===== src/rtl/regfile_wb_scheduler.sv =====
// regfile_wb_scheduler
//
// Write-back scheduler and read-after-write hazard scoreboard for a
// 2**N-entry register bank whose top entry is the PC (supplied externally,
// never written here). Two write-back requesters share the single bank write
// port with round-robin priority. A 2-bit pending counter per writable
// register lets the issue stage stall on outstanding producers.
//
// Ports:
//   clk, rst                  clock (rising edge), async active-high reset
//   res_valid/res_addr        issue stage reserves a destination register
//   res_ready                 reservation accepted this cycle (comb)
//   req0_valid/addr/data      write-back requester 0 (ALU path)
//   req1_valid/addr/data      write-back requester 1 (memory path)
//   req0_ready/req1_ready     grant (comb)
//   A1, A2                    issue-stage read addresses
//   stall                     read hazard on A1 or A2 (comb)
//   WE3, A3, WD3              registered bank write port
//   wb_err                    sticky: write-back to a register with no
//                             pending reservation
//
// Handshake: every valid/ready pair transfers on a rising edge where both
// are high. A requester holds valid, addr and data stable until it
// transfers; ready never depends on the requester's own addr/data.

module regfile_wb_scheduler #(
    parameter int N = 4,
    parameter int M = 32
) (
    input  logic         clk,
    input  logic         rst,
    input  logic         res_valid,
    input  logic [N-1:0] res_addr,
    output logic         res_ready,
    input  logic         req0_valid,
    input  logic [N-1:0] req0_addr,
    input  logic [M-1:0] req0_data,
    output logic         req0_ready,
    input  logic         req1_valid,
    input  logic [N-1:0] req1_addr,
    input  logic [M-1:0] req1_data,
    output logic         req1_ready,
    input  logic [N-1:0] A1,
    input  logic [N-1:0] A2,
    output logic         stall,
    output logic         WE3,
    output logic [N-1:0] A3,
    output logic [M-1:0] WD3,
    output logic         wb_err
);

    localparam int           NREG    = 2 ** N;
    localparam logic [N-1:0] PC_ADDR = N'(NREG - 1);

    // Pending counters exist only for the writable registers 0..NREG-2.
    logic [1:0] cnt_q [NREG-1];
    logic [1:0] cnt_d [NREG-1];
    // Full-width view with the PC slot tied to zero, so any address can
    // index it directly.
    logic [1:0] cnt_view [NREG];

    logic         rr_q, rr_d;      // 1 = requester 1 preferred on a tie
    logic         grant0, grant1;
    logic         wr_fire;         // a write-back transfers this cycle
    logic         wr_reg;          // ...and targets a writable register
    logic [N-1:0] wr_addr;
    logic [M-1:0] wr_data;
    logic         res_fire;
    logic         err_set;
    logic         hit_a1, hit_a2;

    always_comb begin
        for (int r = 0; r < NREG - 1; r++) begin
            cnt_view[r] = cnt_q[r];
        end
        cnt_view[NREG-1] = 2'd0;
    end

    // Reservation: refused only when the target counter is saturated.
    // The saturation test uses the pre-update count.
    assign res_ready = !((res_addr != PC_ADDR) && (cnt_view[res_addr] == 2'd3));
    assign res_fire  = res_valid && res_ready && (res_addr != PC_ADDR);

    // Round-robin arbitration: a lone requester always wins; on a tie the
    // pointer decides.
    assign grant0     = req0_valid && (!req1_valid || !rr_q);
    assign grant1     = req1_valid && (!req0_valid ||  rr_q);
    assign req0_ready = grant0;
    assign req1_ready = grant1;

    assign wr_fire = grant0 || grant1;
    assign wr_addr = grant0 ? req0_addr : req1_addr;
    assign wr_data = grant0 ? req0_data : req1_data;
    // Writes to the PC slot are consumed and dropped.
    assign wr_reg  = wr_fire && (wr_addr != PC_ADDR);

    // The pointer only moves when both requesters competed; it then points
    // at the loser so it wins next time.
    always_comb begin
        rr_d = rr_q;
        if (req0_valid && req1_valid) begin
            rr_d = grant0;
        end
    end

    // Counter next state. A same-cycle reserve and write-back on one
    // register cancel out. A write-back against a zero count leaves the
    // count at zero and raises the sticky error.
    always_comb begin
        err_set = 1'b0;
        for (int r = 0; r < NREG - 1; r++) begin
            logic inc, dec;
            inc      = res_fire && (res_addr == N'(r));
            dec      = wr_reg && (wr_addr == N'(r));
            cnt_d[r] = cnt_q[r];
            if (inc && !dec) begin
                cnt_d[r] = cnt_q[r] + 2'd1;
            end else if (dec && !inc && (cnt_q[r] != 2'd0)) begin
                cnt_d[r] = cnt_q[r] - 2'd1;
            end
            if (dec && (cnt_q[r] == 2'd0)) begin
                err_set = 1'b1;
            end
        end
    end

    // A register is busy while producers are pending or while its final
    // value sits in the write-port register, not yet in the bank.
    assign hit_a1 = (A1 != PC_ADDR) && ((cnt_view[A1] != 2'd0) || (WE3 && (A3 == A1)));
    assign hit_a2 = (A2 != PC_ADDR) && ((cnt_view[A2] != 2'd0) || (WE3 && (A3 == A2)));
    assign stall  = hit_a1 || hit_a2;

    always_ff @(posedge clk or posedge rst) begin
        if (rst) begin
            for (int r = 0; r < NREG - 1; r++) begin
                cnt_q[r] <= 2'd0;
            end
            rr_q   <= 1'b0;
            WE3    <= 1'b0;
            A3     <= '0;
            WD3    <= '0;
            wb_err <= 1'b0;
        end else begin
            for (int r = 0; r < NREG - 1; r++) begin
                cnt_q[r] <= cnt_d[r];
            end
            rr_q <= rr_d;
            WE3  <= wr_reg;
            // Address/data hold when nothing transfers.
            if (wr_fire) begin
                A3  <= wr_addr;
                WD3 <= wr_data;
            end
            if (err_set) begin
                wb_err <= 1'b1;
            end
        end
    end

endmodule


===== config.mk =====
export PLATFORM = sky130hd
export DESIGN_NAME = regfile_wb_scheduler
export DESIGN_NICKNAME = d
export VERILOG_FILES = /design/src/rtl/regfile_wb_scheduler.sv
export SDC_FILE = /design/constraint.sdc
export NUM_CORES = 1
export LEC_CHECK = 0
export CORE_MARGIN = 1
export CORE_UTILIZATION = 46
export CTS_CLUSTER_DIAMETER = 60
export DETAILED_ROUTE_END_ITERATION = 10
export GPL_TIMING_DRIVEN = 0
export PLACE_DENSITY_LB_ADDON = 0.25
export SLEW_MARGIN = 20
export SYNTH_ARGS = -nofsm -noshare
export SYNTH_HDL_FRONTEND = slang
export SYNTH_SLANG_ARGS = --single-unit

===== constraint.sdc =====
create_clock -name clk -period 3 [get_ports clk]
set_input_delay 0.6 -clock clk [delete_from_list [all_inputs] [get_ports clk]]
set_output_delay 0.6 -clock clk [all_outputs]
set_load 0.02 [all_outputs]

==> run metrics <==
Initial DRT Pass Iterations 5; synth cell count leaders nor2_1, dfrtp_1, a21oi_1; maximum achievable frequency roughly 340 MHz; Max Root-Sink Buffers 2; ant diodes 0; GRT Max-Usage Layer met2; largest net degree at the start of global routing 43; post-synthesis async set-or-reset flop share 100%; GR Overflow Total 0; Root Buffer clkbuf_8; CORE AREA 10300 µm²; worst reg2reg path depth 9; # placed instances 820; Placer Congestion 0.914; initial antenna violation count 0; outcome completed; worst-path fanout max 5; CTS Buf Count 9; mean routed wirelength per cell 18.2 µm; Hold Path End cnt_q[0]; worst skew pair latency 0.36 ns; maximum vdd drop 0.324 mV; synth warn 0; GR Layer Usage met2 47.4%; Reg clk slew, reported paths 0.08 ns; multiplexer share of the synthesized area 6.74%; post-synthesis adder-cell area fraction 0%; Worst path top cell family by delay buffers and inverters; Worst Setup SP A2[3]; NumNets Final between 700 and 800; HP Start cnt_q[0]; min Tclk post-route 2.92 ns; Hold Path Class reg2reg; unrepaired setup endpoints after global routing yes; post-synthesis sequential area ratio 35.6%; Post-CTS Hold Buffers 0; Worst R2R End cnt_q[9]; Mapped Nets approximately 650; Buf/Inv on CP 3; critical-path cell list clkdlybuf4s50_1 -> inv_2 -> mux4_2 -> nand2_1 -> a21oi_1 -> o32ai_1 -> nand3b_1 -> buf_2; CTS tree done; Distinct cells, synth 58; width of the die 105 µm; Slowest-stage cell, CP mux4_2; Synth top area share 35.6%; CP startpoint kind input port; share of cells above drive strength 1 ~12%; Post-Synth XOR/XNOR Area under 10%; Critical Path Sink Type output port; Final Cycle Share between 90% and 100%; leakage power 0.00288 µW; final hold violations 0; footprint of the multi-input gates 2860 µm²; vias post-DR 5206; Rows 37; hpwl dp approximately 11 mm; max-slew violations 0; DRC 0; R2R Setup Slk 0.34 ns; final setup skew 0.00893 ns; worst relative slew slack a little under a third; CP required 2.40 ns; Initial Util between 40% and 50%; DR vias/cell 6.16; Area Growth Syn to Fin 38.0%; M1 GR Usage 34.4%; DRT iter0 DRCs between 300 and 400; Antenna Nets Post-Route 0; largest family of logic cells by synthesized area compound AO/OA/AOI/OAI gates; Reg area 1730 µm²; RR Startpoint rr_q; Synth Area in Compound Gates about a third; CP arrival 2.32 ns; CTS sink count 69; Setup TNS Final 0 ns; I/O Buffers 127; most common cell in the synthesized netlist nor2_1; maxcap violations 0; Die Area 10900 µm²; prevailing post-synth register cell dfrtp_1; Final Instance Count excl. Fillers 845; Mapped Area 4840 µm²; Mapped Avg Cell Area a little under 9 µm²; H-tree depth 3; total chip power 4150 µW; post-synthesis simple-gate area fraction 14.9%; drt total wl 15.4 mm; grt met3 use 6.30%; Ports 131; Post-synth EDFFs 0; Filler cells between 800 and 900; WS Path Type in2out; first-pass GRT wire length around 25 mm; number of synthesized register bits between 60 and 70; vias in the first global route ~5000; Syn Inst Count ~560; slowest stage delay, CP 0.50 ns; # setup viols final 0; die height about 100 µm; GRT Total Usage between 20% and 30%; synth top area cells dfrtp_1, nor2_1, a21oi_1; worst hold stages 1; Least-Margin Pin Slew 1.03 ns; pwr dens 621 nW/µm²; Yosys top cell by area dfrtp_1
## flip-flops by register name, summed over array words and instances, names as in the netlist
| register | cells |
|---|---|
| WD3 | 32 |
| A3 | 4 |
| WE3 | 1 |
| rr_q | 1 |
| wb_err | 1 |
| cnt_q | 30 |
## worst max-delay path by stage
stage | depth (start not counted) | endpoint
2_1_floorplan | 7 | res_ready
3_3_place_gp | 9 | res_ready
3_5_place_dp | 9 | res_ready
4_1_cts | 5 | req1_ready
5_1_grt | 9 | cnt_q[21]
6_report | 8 | stall
## metal layers
| metal | vias up | share of wire (%) |
|---|---|---|
| li1 | 2375 | - |
| met4 | 0 | 3.0 |
| met3 | 50 | 8.8 |
| met1 | 2471 | 41 |
| met5 | - | 0 |
| met2 | 310 | 48 |
## cells by family after synthesis
group / Yosys count
AOI/OAI and AO/OA: 214
muxes: 19
and+or+nand+nor: 153
DFF: 69
xor gates and xnor gates: 24
buffers and inverters: 77
## cell usage in the layout, fill, tap and decap left out, types with 5 or more instances in the layout
cell	Yosys	final
dlymetal6s2s_1	0	5
dfrtp_1	69	69
o21ai_0	8	8
mux2i_1	6	6
buf_2	5	7
nor4_1	14	8
a31oi_1	33	33
o22ai_1	32	32
a2bb2oi_1	15	15
clkbuf_8	0	10
nand2_1	13	13
a21boi_0	11	11
buf_4	1	10
o211ai_2	8	8
o21bai_1	15	15
o22a_1	15	15
mux4_2	7	7
nor2_1	77	77
inv_1	38	36
xnor2_1	21	21
clkbuf_1	23	19
nor3_1	12	12
and3_1	15	15
clkdlybuf4s50_1	0	116
buf_1	6	6
nor4_2	0	6
a21oi_1	42	42
## final cells by class
type | instances | share of cell area [%]
tap | 136 | 2.55
clock inverter | 7 | 1.48
clock buffer | 9 | 1.85
timing repair buffer | 137 | 20.2
sequential | 69 | 25.8
multi-input combinational | 410 | 42.8
buffer | 38 | 3.00
inverter | 39 | 2.27
## where the power goes
part           switching (µW)  internal, µW  total [µW]  leakage, µW
logic                     955           869        1820      0.00194
registers                 285          1160        1450     0.000826
clock network             405           472         878     0.000110
## repair_timing
item,CTS,global route
setup endpoints to repair,7,9
resized for setup,29,17
endpoints found under the hold margin,0,0
setup buffers,9,0
pin swaps,5,4
## metrics by stage
stage,hold slack [ns],util (%),setup slack (ns),instance area [µm²]
2_1_floorplan,0.470,-,0.304,4840
3_3_place_gp,0.503,61.2,-0.925,6290
3_5_place_dp,0.524,61.4,-0.956,6310
4_1_cts,0.537,64.5,0.0287,6630
5_1_grt,0.561,65.0,-0.00601,6680
6_report,0.536,65.0,0.0792,6680
No activity file was read; power rests on OpenSTA's default activity.
